==> config.mk <==
export PLATFORM = sky130hd
export DESIGN_NAME = div_seq
export DESIGN_NICKNAME = d
export VERILOG_FILES = /design/src/rtl/div_seq.sv
export SDC_FILE = /design/constraint.sdc
export NUM_CORES = 1
export LEC_CHECK = 0
export CAP_MARGIN = 40
export CORE_ASPECT_RATIO = 1.75
export CORE_MARGIN = 2
export CORE_UTILIZATION = 58
export CTS_CLUSTER_SIZE = 14
export DETAILED_ROUTE_END_ITERATION = 10
export PLACE_DENSITY = 0.91
export SLEW_MARGIN = 15
export SYNTH_ARGS = -nofsm -noshare
export SYNTH_HDL_FRONTEND = slang
export SYNTH_SLANG_ARGS = --single-unit
==> constraint.sdc <==
create_clock -name clk -period 7.6 [get_ports clk]
set_input_delay 2.28 -clock clk [delete_from_list [all_inputs] [get_ports clk]]
set_output_delay 2.28 -clock clk [all_outputs]
set_load 0.01 [all_outputs]
==> src/rtl/div_seq.sv <==
// Multi-cycle radix-2 restoring divider for MIPS DIV/DIVU in the E stage.
// Raises div_stall while it runs and presents HI (remainder) / LO (quotient) for one ready cycle.
module div_seq #(
    parameter int WIDTH = 32
) (
    input  logic             clk,
    input  logic             resetn,
    input  logic             start,
    input  logic             signed_div,
    input  logic [WIDTH-1:0] a,
    input  logic [WIDTH-1:0] b,
    input  logic             flush,
    output logic             div_stall,
    output logic             ready,
    output logic [WIDTH-1:0] hi,
    output logic [WIDTH-1:0] lo
);
    localparam int CW = (WIDTH > 1) ? $clog2(WIDTH) : 1;

    typedef enum logic [1:0] {
        IDLE,
        BUSY,
        DONE
    } state_t;

    state_t           state_q, state_d;
    logic [CW-1:0]    cnt_q, cnt_d;
    logic [WIDTH-1:0] rem_q, rem_d;
    logic [WIDTH-1:0] quo_q, quo_d;
    logic [WIDTH-1:0] dvs_q, dvs_d;
    logic             qsign_q, qsign_d;
    logic             rsign_q, rsign_d;
    logic [WIDTH-1:0] hi_q, hi_d;
    logic [WIDTH-1:0] lo_q, lo_d;

    logic [WIDTH-1:0] a_abs, b_abs;
    logic [WIDTH:0]   rem_sh, diff;
    logic [WIDTH-1:0] rem_step, quo_step;

    // Magnitudes; the most negative value maps onto itself, which reads correctly as unsigned.
    assign a_abs = (signed_div && a[WIDTH-1]) ? -a : a;
    assign b_abs = (signed_div && b[WIDTH-1]) ? -b : b;

    // One restoring step; the extra bit keeps the subtract borrow-exact.
    assign rem_sh = {rem_q, quo_q[WIDTH-1]};
    assign diff   = rem_sh - {1'b0, dvs_q};

    always_comb begin
        if (diff[WIDTH]) begin
            rem_step = rem_sh[WIDTH-1:0];
            quo_step = {quo_q[WIDTH-2:0], 1'b0};
        end else begin
            rem_step = diff[WIDTH-1:0];
            quo_step = {quo_q[WIDTH-2:0], 1'b1};
        end
    end

    always_comb begin
        // NOTE: every next-state signal gets a hold default first so no path infers a latch.
        state_d = state_q;
        cnt_d   = cnt_q;
        rem_d   = rem_q;
        quo_d   = quo_q;
        dvs_d   = dvs_q;
        qsign_d = qsign_q;
        rsign_d = rsign_q;
        hi_d    = hi_q;
        lo_d    = lo_q;

        if (flush) begin
            state_d = IDLE;
        end else begin
            unique case (state_q)
                IDLE: begin
                    if (start) begin
                        if (b != '0) begin
                            rem_d   = '0;
                            quo_d   = a_abs;
                            dvs_d   = b_abs;
                            qsign_d = signed_div & (a[WIDTH-1] ^ b[WIDTH-1]);
                            rsign_d = signed_div & a[WIDTH-1];
                            cnt_d   = '0;
                            state_d = BUSY;
                        end else begin
                            hi_d    = a;
                            lo_d    = '1;
                            state_d = DONE;
                        end
                    end
                end
                BUSY: begin
                    rem_d = rem_step;
                    quo_d = quo_step;
                    if (cnt_q == CW'(WIDTH - 1)) begin
                        hi_d    = rsign_q ? -rem_step : rem_step;
                        lo_d    = qsign_q ? -quo_step : quo_step;
                        state_d = DONE;
                    end else begin
                        cnt_d = cnt_q + CW'(1);
                    end
                end
                DONE:    state_d = IDLE;
                default: state_d = IDLE;
            endcase
        end
    end

    // NOTE: sequential state uses non-blocking assignments only.
    always_ff @(posedge clk) begin
        if (!resetn) begin
            state_q <= IDLE;
            cnt_q   <= '0;
            hi_q    <= '0;
            lo_q    <= '0;
        end else begin
            state_q <= state_d;
            cnt_q   <= cnt_d;
            hi_q    <= hi_d;
            lo_q    <= lo_d;
        end
    end

    // NOTE: the datapath is always loaded before it is read, so it carries no reset.
    always_ff @(posedge clk) begin
        rem_q   <= rem_d;
        quo_q   <= quo_d;
        dvs_q   <= dvs_d;
        qsign_q <= qsign_d;
        rsign_q <= rsign_d;
    end

    assign ready     = (state_q == DONE);
    assign div_stall = resetn & ~flush & (((state_q == IDLE) & start) | (state_q == BUSY));
    assign hi        = hi_q;
    assign lo        = lo_q;

endmodule

==> results.md <==
- Status: complete, but fails checks
- Failing checks: design-rule violations
- Cells on worst reg2reg path: 21
- RSZ-0062 raised after global routing: no
- Post-layout min period: 6.27 ns
- DRT iter0 DRCs: 1302
- Wire per inst: 20.5 um
- Maximum ir drop on the vdd rail: 0.146 mV
- Routed Antenna Nets: 0
- First-pass GRT wire length: 56600 um
- Buffers on Ports: 134
- Vias: 11700
- DP Worst Slack: 1.13 ns
- Achievable Freq: 0.159 GHz
- Post-synth ARST share: 0
- Cts hold-fix bufs: 0
- CTS tree: done
- Diodes inserted: 0
- Initial antenna violation count: 0
- Hold_ws: 0.499 ns
- Worst-path cell chain: inv_1 > ha_1 > inv_1 > fa_1 > a211oi_2 > or3_4 > a211o_2 > a21boi_4 > o21a_1 > nor2_8 > inv_6 > mux2i_1 > ha_1 > inv_1 > nor4b_1 > nand4_1 > o41ai_2 > nand2_1 > nor2_1 > mux2i_1 > o21ai_0
- Critical Path Slowest Stage Cell: o21a_1
- Post-synth top area share: 0.244
- Final HPWL DP: 27400 um
- Mapped Cells: 1422
- RePlAce Congestion: 0.964
- Insertion delay to the later sink of the worst-skew pair: 0.44 ns
- Nature of the critical path startpoint: register
- Top Family by Delay on Critical Path: compound AO/OA/AOI/OAI gates
- Top cells by area, synth: edfxtp_1 24%, dfxtp_1 12%, o21ai_0 5.4%
- Final nets: 1619
- FF+latch count, synth: 169
- CP Capture Point: hi[30]$_SDFFE_PN0P_
- WP data required: 7.90 ns
- Post-synthesis cell area: 0.0121 mm^2
- Worst Path Buf+Inv: 4
- Root Driver: clkbuf_16
- CP startpoint: quo_q[31]$_DFFE_PP_
- Bufs on Longest Clock Path: 2
- DR vias/cell: 6.62
- Die W: 113 um
- CP endpoint kind: register
- Number of global-route vias before repair: 11300
- Row cnt: 69
- R2r endpoint: hi[30]$_SDFFE_PN0P_
- Post-synth EDFFs: 98
- CTS Sinks: 169
- Slew margin rel.: 0.417
- Dpl cell area: 0.0135 mm^2
- Arr. time, crit path: 6.58 ns
- Core Footprint: 0.0204 mm^2
- Largest area contributor in the netlist: edfxtp_1
- Initial Util: 0.592
- Leak: 5.23 nW
- Post-CTS setup buffers: 0
- Final hold vios: 0
- Htree depth: 4
- RR Startpoint: quo_q[31]$_DFFE_PP_
- Layout cells sized above 1: 0.0571
- Post-synthesis cell type count: 83
- CTS resizes: 0
- Worst Slack Setup Final: 1.33 ns
- Die area: 0.0220 mm^2
- DR pass1 iterations: 11
- Worst path most repeated cell: inv_1
- Layout area overhead: 17.3%
- CP Depth: 21
- Skew final: 0.00921 ns
- Worst-path clk slew: 0.07 ns
- Ys flop type: edfxtp_1
- Ports: 135
- Slowest cell delay on critical path: 0.56 ns
- R2R setup slack: 1.33 ns
- Critical path class: reg -> reg
- Final period utilization: 0.826
- Gr ovfl total: 0
- HP Start: lo[12]$_SDFFE_PN0P_
- Fin area: 0.0142 mm^2
- Die Y: 195 um
- Max-Cap Viols: 0
- Synth Area per Inst: 8.49 um^2
- CTS buffer count: 17
- Ys Warns: 0
- WL final: 36300 um
- Final Max Slew Viols: 0
- Sequential area share after synthesis: 0.362
- Worst Hold Class: reg -> reg
- PwrDens: 180 mW/mm^2
- Post-layout power: 2.55 mW
- # DRC: 14
- Gr usage total: 0.324
- Syn nets: 1530
- Total negative setup slack: 0 ns
- Crit path max fanout: 28
- Final setup fails: 0
- Least-Margin Pin Slew: 0.866 ns
- Pin count of the biggest net entering global routing: 82
## metal layers
metal	track usage	wire, um	up-vias
met5	0	0	-
met4	0.297	3690	0
met3	0.0480	2470	180
met2	0.556	17900	653
met1	0.333	12200	5463
li1	-	-	5426
## where the power goes
part	leakage [nW]	internal, mW	switching (mW)
Combinational	3.43	0.223	0.371
Sequential	1.51	1.01	0.0312
Clock	0.301	0.512	0.401
Total	5.23	1.75	0.803
## kinds of logic after synthesis
| family | Yosys count | share of synthesized area |
|---|---|---|
| simple gates | 487 | 0.197 |
| compound gates | 425 | 0.231 |
| flops | 169 | 0.362 |
| buf+inv | 138 | 0.0461 |
| xor+xnor | 128 | 0.0929 |
| fa+ha+maj | 39 | 0.0410 |
| mux | 36 | 0.0304 |
## worst register-to-register path, stage by stage, from the launching register on
cell and delay (ns):
edfxtp_1 0.50, inv_1 0.08, ha_1 0.22, inv_1 0.08
fa_1 0.22, a211oi_2 0.12, or3_4 0.45, a211o_2 0.39
a21boi_4 0.25, o21a_1 0.56, nor2_8 0.11, inv_6 0.26
mux2i_1 0.40, ha_1 0.30, inv_1 0.11, nor4b_1 0.54
nand4_1 0.30, o41ai_2 0.54, nand2_1 0.22, nor2_1 0.20
mux2i_1 0.19, o21ai_0 0.09
## cells in the final DEF (no fill, tap or decap), drive strengths merged, types with 15 or more instances in the layout
| master | n |
|---|---|
| nand2 | 159 |
| clkdlybuf4s50 | 134 |
| o21ai | 130 |
| nor2 | 123 |
| a21oi | 100 |
| edfxtp | 98 |
| xor2 | 71 |
| dfxtp | 71 |
| inv | 64 |
| xnor2 | 57 |
| nor3 | 42 |
| ha | 38 |
| mux2i | 31 |
| o31ai | 31 |
| a31oi | 28 |
| or3 | 25 |
| nand3 | 24 |
| a21o | 21 |
| nor4 | 20 |
| a311oi | 18 |
| clkbuf | 18 |
| buf | 16 |
| and2 | 15 |
## layout make-up
| class | instances | area [um^2] |
|---|---|---|
| well taps | 248 | 310 |
| multi-input cells | 1115 | 7170 |
| clock inverters | 14 | 159 |
| inverters | 58 | 223 |
| fillers | 1534 | 6220 |
| repair buffers | 150 | 1480 |
| clock buffers | 18 | 450 |
| flip-flops and latches | 169 | 4360 |
## registers in the layout, indices dropped and copies added, names as in the netlist
| name | cells |
|---|---|
| state_q | 2 |
| dvs_q | 32 |
| cnt_q | 5 |
| rsign_q | 1 |
| quo_q | 32 |
| hi | 32 |
| lo | 32 |
| qsign_q | 1 |
| rem_q | 32 |
## synthesized netlist by cell type (7+ instances only)
cell	instances
dfxtp_1	71
a311oi_1	18
a31oi_1	28
ha_1	38
nand2_1	159
nand2b_1	10
or2_2	7
nor2_1	122
clkbuf_1	57
and3_1	13
buf_2	18
a21o_1	21
xor2_1	71
a211oi_1	10
a21oi_1	99
inv_1	57
o21ai_0	130
nor3_1	41
or4_1	11
nor4_1	19
or3_1	24
o31ai_1	30
nand4_1	10
nor2b_1	7
xnor2_1	57
o211ai_1	13
nand3_1	24
and2_1	15
edfxtp_1	98
mux2i_1	31
## metrics by stage
stage / instances / util
floorplan: 1422 / -
global placement: 1738 / 0.663
detailed placement: 1740 / 0.665
CTS: 1772 / 0.695
global route: 1772 / 0.695
finish: 1772 / 0.695
## worst min-delay path by stage
stage,endpoint,slack [ns],depth (start not counted)
6_report,lo[12]$_SDFFE_PN0P_,0.50,2
5_1_grt,lo[2]$_SDFFE_PN0P_,0.52,2
4_1_cts,hi[12]$_SDFFE_PN0P_,0.50,2
3_5_place_dp,hi[12]$_SDFFE_PN0P_,0.49,2
3_3_place_gp,hi[10]$_SDFFE_PN0P_,0.48,2
2_1_floorplan,cnt_q[3]$_SDFFE_PN0P_,0.47,2
(Power assumes the default switching activity.)
